### src/rtl/rr_lock_arb.sv
// rr_lock_arb: round-robin arbiter with grant locking.
// A grant is held until the owner pulses done or drops its request; one idle
// cycle always separates consecutive grants. Define ARB_HOLD_TIMEOUT_EN to
// force release of a grant after MAX_HOLD cycles (pulsing preempt).
module rr_lock_arb #(
  parameter int unsigned N        = 4,
  parameter int unsigned IDW      = $clog2(N),
  parameter int unsigned MAX_HOLD = 16
) (
  input  logic           clk,
  input  logic           rstn,
  input  logic [N-1:0]   req,
  input  logic           done,
  output logic [N-1:0]   gnt,
  output logic [IDW-1:0] gnt_id,
  output logic           busy,
  output logic           preempt
);

  typedef enum logic {IDLE = 1'b0, GRANT = 1'b1} state_t;

  state_t         state, state_nxt;
  logic [IDW-1:0] ptr, ptr_nxt, ptr_adv;
  logic [IDW-1:0] win_idx, id_nxt;
  logic           win_found;
  logic [N-1:0]   gnt_nxt;
  logic           busy_nxt;
  logic           owner_rel;
  logic           force_rel;
  int unsigned    scan_pos;

  // Owner gives up the grant by completing or by withdrawing its request.
  assign owner_rel = done | ~req[gnt_id];
  // Next rotate start: one past the owner, wrapping N-1 -> 0.
  assign ptr_adv   = (gnt_id == IDW'(N - 1)) ? '0 : gnt_id + 1'b1;

`ifdef ARB_HOLD_TIMEOUT_EN
  localparam logic [15:0] HOLD_LIM = 16'(MAX_HOLD - 1);

  logic [15:0] hold_cnt, hold_nxt;
  logic        limit_hit;

  assign limit_hit = (hold_cnt == HOLD_LIM);
  // A normal release in the limit cycle takes precedence and is not a preempt.
  assign force_rel = (state == GRANT) && !owner_rel && limit_hit;

  // Hold counter: zero in IDLE so it starts at 0 on grant entry, saturating.
  always_comb begin
    hold_nxt = hold_cnt;
    if (state == IDLE)
      hold_nxt = '0;
    else if (!limit_hit)
      hold_nxt = hold_cnt + 16'd1;
  end

  // Hold counter and one-cycle preempt pulse registers.
  always_ff @(posedge clk or negedge rstn) begin
    if (!rstn) begin
      hold_cnt <= '0;
      preempt  <= 1'b0;
    end else begin
      hold_cnt <= hold_nxt;
      preempt  <= force_rel;
    end
  end
`else
  assign force_rel = 1'b0;
  // MAX_HOLD has no effect in this build; the compare folds to 0.
  assign preempt   = (MAX_HOLD < 1);
`endif

  // Round-robin scan: first set request starting at ptr, wrapping past N-1.
  always_comb begin
    win_found = 1'b0;
    win_idx   = '0;
    scan_pos  = 0;
    for (int unsigned i = 0; i < N; i++) begin
      scan_pos = 32'(ptr) + i;
      if (scan_pos >= N)
        scan_pos = scan_pos - N;
      if (!win_found && req[scan_pos[IDW-1:0]]) begin
        win_found = 1'b1;
        win_idx   = scan_pos[IDW-1:0];
      end
    end
  end

  // Next-state and registered-output logic.
  always_comb begin
    state_nxt = state;
    gnt_nxt   = gnt;
    id_nxt    = gnt_id;
    busy_nxt  = busy;
    ptr_nxt   = ptr;
    case (state)
      IDLE: begin
        if (win_found) begin
          state_nxt        = GRANT;
          gnt_nxt          = '0;
          gnt_nxt[win_idx] = 1'b1;
          id_nxt           = win_idx;
          busy_nxt         = 1'b1;
        end
      end
      GRANT: begin
        if (owner_rel || force_rel) begin
          state_nxt = IDLE;
          gnt_nxt   = '0;
          busy_nxt  = 1'b0;
          ptr_nxt   = ptr_adv;
        end
      end
      default: state_nxt = IDLE;
    endcase
  end

  // State, pointer and output registers.
  always_ff @(posedge clk or negedge rstn) begin
    if (!rstn) begin
      state  <= IDLE;
      ptr    <= '0;
      gnt    <= '0;
      gnt_id <= '0;
      busy   <= 1'b0;
    end else begin
      state  <= state_nxt;
      ptr    <= ptr_nxt;
      gnt    <= gnt_nxt;
      gnt_id <= id_nxt;
      busy   <= busy_nxt;
    end
  end

endmodule

### config.mk
export PLATFORM = sky130hd
export DESIGN_NAME = rr_lock_arb
export DESIGN_NICKNAME = d
export VERILOG_FILES = /design/src/rtl/rr_lock_arb.sv
export SDC_FILE = /design/constraint.sdc
export NUM_CORES = 1
export LEC_CHECK = 0
export CORE_MARGIN = 2
export CORE_UTILIZATION = 41
export CTS_CLUSTER_SIZE = 10
export DETAILED_ROUTE_END_ITERATION = 6
export PLACE_DENSITY = 0.72
export SLEW_MARGIN = 5
export SYNTH_ARGS = -nofsm -noshare
export SYNTH_HDL_FRONTEND = slang
export SYNTH_SLANG_ARGS = --single-unit
### constraint.sdc
create_clock -name clk -period 1.6 [get_ports clk]
set_clock_uncertainty 0.2 [all_clocks]
set_input_delay 0.24 -clock clk [delete_from_list [all_inputs] [get_ports clk]]
set_output_delay 0.24 -clock clk [all_outputs]
set_load 0.05 [all_outputs]
==> results.sh, run 1 <==
export IMPL_ant_nets=0
export IMPL_cp_slowest_cell="dfrtp_2"
export IMPL_seq_area_frac_synth_pct=42.74
export IMPL_routed_via_density=5.413
export IMPL_critPathBufInv=0
export IMPL_pin_count=15
export IMPL_initial_core_util_pct=44.44
export IMPL_num_vias=498
export IMPL_cts_buffers=3
export IMPL_finalMaxSlewViolations=0
export IMPL_drtIter0Drc=2
export IMPL_drv_cap=0
export IMPL_grt_use_total_pct=15.61
export IMPL_r2r_end="ptr[1]"
export IMPL_drt_total_wl_um=1203
export IMPL_cellPowerDensity_nw_per_um2=2232
export IMPL_dieWidth_um=41.79
export IMPL_avgRoutedWirePerCell_um=13.08
export IMPL_dp_final_hpwl_um=921.6
export IMPL_areaGrowthSynthToFinish_pct=56.84
export IMPL_portBuffers=13
export IMPL_finalNetCount=86
export IMPL_antennaDiodeCount=0
export IMPL_postLayoutCoreUtil_pct=69.71
export IMPL_fin_ws_ns=-0.004872
export IMPL_tns_ns=-0.008398
export IMPL_postCtsSetupBuffers=0
export IMPL_crit_required_ns=1.55
export IMPL_clk_pin_slew_ns=0.07
export IMPL_antenna_found_initial=0
export IMPL_grt_max_degree=14
export IMPL_ys_ff_latch=10
export IMPL_core_um2=1318
export IMPL_drcViolationCount=0
export IMPL_syn_inst=53
export IMPL_firstDrtPassIters=3
export IMPL_finalSetupViolations=2
export IMPL_hold_viol_final=0
export IMPL_cts_sinks=10
export IMPL_synthesis_nets=61
export IMPL_netlist_area_um2=585.6
export IMPL_violations="negative setup slack"
export IMPL_crit_reg2reg_launch="gnt_id[1]"
export IMPL_crit_path_max_incr_delay_ns=0.43
export IMPL_reg2reg_slack_ns=-0.005
export IMPL_clock_path_buffers=2
export IMPL_post_route_min_period_ns=1.605
export IMPL_cp_max_fo=4
export IMPL_rsz0062_at_grt="yes"
export IMPL_die_height_um=41.79
export IMPL_hold_class="primary input to async pin"
export IMPL_crit_start="gnt_id[1]"
export IMPL_start_kind="flip-flop"
export IMPL_holdBufCountCts=0
export IMPL_cp_end_kind="flip-flop"
export IMPL_p_leak_nw=0.4269
export IMPL_ff2ff_path_depth=4
export IMPL_mostFrequentLayoutCells="9 x dfrtp_1, 9 x buf_4, 7 x buf_12"
export IMPL_crit_type="flip-flop to flip-flop"
export IMPL_cts_root_buf="clkbuf_4"
export IMPL_grt_pass1_wl_um=2063
export IMPL_synth_cell_types=28
export IMPL_cts_htree_levels=1
export IMPL_grt_pass1_vias=520
export IMPL_layout_drive_gt1_share_pct=46.75
export IMPL_syn_avg_cell_area_um2=11.05
export IMPL_path_cells="mux2i_2 -> nor3_2 -> nor3_4 -> mux2_4"
export IMPL_clock_latency_ns=0.26
export IMPL_crit_arrival_ns=1.56
export IMPL_yosys_warnings=0
export IMPL_outcome="finished with violations"
export IMPL_fmax_mhz=623.1
export IMPL_grt_ovfl_total=0
export IMPL_place_gp_congestion=0.7778
export IMPL_num_rows=13
export IMPL_period_share_pct=100.3
export IMPL_place_ws_ns=-0.3399
export IMPL_dieArea_um2=1746
export IMPL_tritoncts="built"
export IMPL_critical_path_top_delay_family="multiplexers"
export IMPL_peakVddDrop_uv=1405
[logic make-up (layout without fill, tap and decap cells)]
logic type,count (synthesis),in the layout,share of synthesized area (%)
buffers and inverters,5,29,5.128
AOI/OAI and AO/OA,15,15,20.94
muxes,4,4,8.547
DFF,10,10,42.74
adders and majority gates,1,1,2.136
other,1,1,0.6404
and+or+nand+nor,17,17,19.87
[state kept, by name, summed over array words and instances (netlist names)]
register,cells
gnt,4
gnt_id,2
ptr,2
busy,1
state,1
[metrics by stage]
step / hold WS (ns) / instances / area, µm² / power, mW
2_1_floorplan: -0.2556 / 53 / 586.8 / 1.243
3_5_place_dp: 0.3783 / 88 / 854.6 / 1.798
3_3_place_gp: 0.3741 / 88 / 854.6 / 1.784
6_report: 0.08229 / 92 / 918.4 / 2.049
4_1_cts: 0.09011 / 92 / 898.4 / 2.051
5_1_grt: 0.1260 / 92 / 918.4 / 2.162
[how the worst max path moves through the flow]
stage	endpoint	cells after the start	slack, ns
after detailed placement	gnt[2]	7	-0.34
after global placement	gnt[1]	5	-0.33
after global routing	ptr[1]	4	-0.08
after floorplan	ptr[0]	4	-0.25
final	ptr[1]	4	-0.005
after CTS	ptr[1]	4	-0.01
[cell type report]
class / count / area, µm²
tap: 15 / 18.77
timing repair buffer: 22 / 270.3
clock buffer: 4 / 36.28
inverter: 3 / 11.26
multi-input combinational: 38 / 330.3
fill: 95 / 399.1
sequential: 10 / 251.5
[metal layers]
metal	share of wire, %	GRT usage [%]	up-vias
li1	-	-	241
met1	43	18.53	239
met2	49	24.38	15
met3	6.2	4.348	3
met4	1.8	10.32	0
met5	0	0	-
[where the power goes]
part	internal (mW)	switching, mW
clock	0.138	0.0851
sequential	0.378	0.145
combinational	0.665	0.638
total	1.18	0.868
[repair_timing]
item / 4_1_cts / 5_1_grt
gates cloned: 0 / 0
pin swaps: 1 / 0
resized for setup: 4 / 5
setup endpoints to repair: 6 / 8
[synthesized netlist by cell type]
master | number | area share, %
nand2b_1 | 2 | 2.1
nor4_1 | 1 | 1.1
nor2_1 | 2 | 1.3
o21ai_0 | 2 | 1.7
conb_1 | 1 | 0.64
nor3_4 | 1 | 2.8
buf_4 | 1 | 1.3
o32ai_1 | 3 | 4.5
inv_1 | 2 | 1.3
o21ai_1 | 1 | 0.85
mux2i_1 | 2 | 3.4
ha_1 | 1 | 2.1
nor3_2 | 1 | 1.7
a211oi_1 | 1 | 1.3
buf_6 | 1 | 1.9
a211o_1 | 1 | 1.5
dfrtp_1 | 10 | 43
nor2b_4 | 1 | 2.3
mux2_4 | 2 | 5.1
nor3b_2 | 1 | 2.1
o32a_1 | 1 | 1.7
o32ai_2 | 2 | 5.6
a21oi_1 | 3 | 2.6
a21o_1 | 1 | 1.3
inv_2 | 1 | 0.64
nand2_1 | 6 | 3.8
nor2b_1 | 1 | 1.1
or2_4 | 1 | 1.5
(Power assumes the default switching activity.)
==> run 2: changes to the inputs <==
Settings changed: CORE_MARGIN 2 to not set, SKIP_CTS_REPAIR_TIMING set to 1.
==> run 2 against run 1 <==
- the flow still finishes with violations (negative setup slack)
- combinational power is essentially flat
- via count is 2.2% lower
- largest cell class unchanged
- non-clock buffer count is 1 lower
- clock power is 4% higher
- fmax is 2.6% lower
- wire length grew 12%
- clock-buffer cell count is the same
- critical path type unchanged
- largest power group unchanged
- hold slack better by 0.0054 ns
- first-iteration DRC count grew to 3.0 times the previous value
==> results.sh, run 2 (same netlist as run 1, synthesis figures left out) <==
export IMPL_finalMaxSlewViolations=0
export IMPL_dp_cells=87
export IMPL_start_kind="flip-flop"
export IMPL_cp_slowest_cell="dfrtp_2"
export IMPL_crit_arrival_ns=1.60
export IMPL_cp_num_cells=4
export IMPL_largest_register_ffs=4
export IMPL_grt_use_total_pct=20.62
export IMPL_critical_path_top_delay_family="multiplexers"
export IMPL_cts_sinks=10
export IMPL_routed_via_density=5.352
export IMPL_cts_buffers=3
export IMPL_ff2ff_path_depth=4
export IMPL_outcome="finished with violations"
export IMPL_cp_end_kind="flip-flop"
export IMPL_final_common_cell="dfrtp_1"
export IMPL_drt_total_wl_um=1344
export IMPL_r2r_end="ptr[0]"
export IMPL_grt_ovfl_total=0
export IMPL_crit_required_ns=1.56
export IMPL_placed_area_um2=847.1
export IMPL_antennaDiodeCount=0
export IMPL_fin_cells=91
export IMPL_p_leak_nw=0.4323
export IMPL_period_share_pct=103.0
export IMPL_cts_htree_levels=1
export IMPL_tritoncts="built"
export IMPL_reg2reg_slack_ns=-0.05
export IMPL_clock_path_buffers=2
export IMPL_die_height_um=39.79
export IMPL_mostFrequentLayoutCells="9 x dfrtp_1, 8 x buf_4, 7 x buf_12"
export IMPL_grt_pass1_vias=495
export IMPL_firstDrtPassIters=2
export IMPL_num_rows=13
export IMPL_drv_cap=0
export IMPL_portBuffers=13
export IMPL_largestRegisters="gnt: 4 flops, gnt_id: 2 flops, ptr: 2 flops"
export IMPL_clock_latency_ns=0.27
export IMPL_drcViolationCount=0
export IMPL_hold_class="primary input to async pin"
export IMPL_core_um2=1318
export IMPL_critPathBufInv=0
export IMPL_post_route_min_period_ns=1.648
export IMPL_dp_final_hpwl_um=1032
export IMPL_antenna_found_initial=0
export IMPL_fmax_mhz=606.7
export IMPL_postLayoutCoreUtil_pct=68.57
export IMPL_path_cells="mux2i_2 -> nor3_2 -> nor3_4 -> mux2_4"
export IMPL_grt_pass1_wl_um=2097
export IMPL_drtIter0Drc=6
export IMPL_place_gp_congestion=0.7093
export IMPL_clk_pin_slew_ns=0.07
export IMPL_tns_ns=-0.1068
export IMPL_violations="negative setup slack"
export IMPL_num_vias=487
export IMPL_crit_type="flip-flop to flip-flop"
export IMPL_postLayoutCellArea_um2=903.4
export IMPL_worstSetupEndpoint="ptr[0]"
export IMPL_cp_max_fo=4
export IMPL_hold_viol_final=0
export IMPL_crit_start="gnt_id[1]"
export IMPL_avgRoutedWirePerCell_um=14.77
export IMPL_initial_core_util_pct=44.44
export IMPL_ant_nets=0
export IMPL_finalNetCount=85
export IMPL_pin_count=15
export IMPL_crit_path_max_incr_delay_ns=0.40
export IMPL_areaGrowthSynthToFinish_pct=54.27
export IMPL_cellPowerDensity_nw_per_um2=2267
export IMPL_peakVddDrop_uv=1379
export IMPL_hold_ws_ns=0.08767
export IMPL_cts_root_buf="clkbuf_4"
export IMPL_rsz0062_at_grt="yes"
export IMPL_layout_drive_gt1_share_pct=42.11
export IMPL_finalSetupViolations=4
export IMPL_dieWidth_um=39.79
export IMPL_grt_max_degree=14
export IMPL_crit_reg2reg_launch="gnt_id[1]"
export IMPL_fin_ws_ns=-0.04824
export IMPL_top_register="gnt"
export IMPL_finalPower_mw=2.048
export IMPL_fillers=96
export IMPL_dieArea_um2=1583
export IMPL_place_ws_ns=-0.3478
run 2: worst min-delay path by stage:
stage            from  endpoint  slack, ns
2_1_floorplan    rstn      busy      -0.26
3_3_place_gp   gnt[0]    gnt[0]       0.37
3_5_place_dp   gnt[2]    gnt[2]       0.37
4_1_cts          rstn     state        0.1
5_1_grt          rstn     state       0.12
6_report         rstn     state       0.09
run 2: power breakdown:
part / internal, mW / switching, mW / leakage, nW
clock: 0.138 / 0.0933 / 0.0210
combinational: 0.652 / 0.645 / 0.289
sequential: 0.378 / 0.141 / 0.122
total: 1.17 / 0.879 / 0.432
run 2: layer usage:
metal | global-route usage (%) | routed length (µm)
met5 | 0 | 0
met4 | 10.34 | 0
met3 | 5.114 | 56
met2 | 34.84 | 676
met1 | 23.67 | 611
run 2: area by class of cell:
cell class	count	area [µm²]	share of cell area, %
Inverter	3	11.26	1.247
Timing Repair Buffer	21	270.3	29.92
Clock buffer	4	36.28	4.017
Sequential cell	10	251.5	27.84
Tap cell	15	18.77	2.078
Multi-Input combinational cell	38	315.3	34.90
run 2: worst reg2reg max path: stages, from the launching register on:
cell and delay [ns]:
dfrtp_2 0.40, mux2i_2 0.25, nor3_2 0.08, nor3_4 0.27, mux2_4 0.33
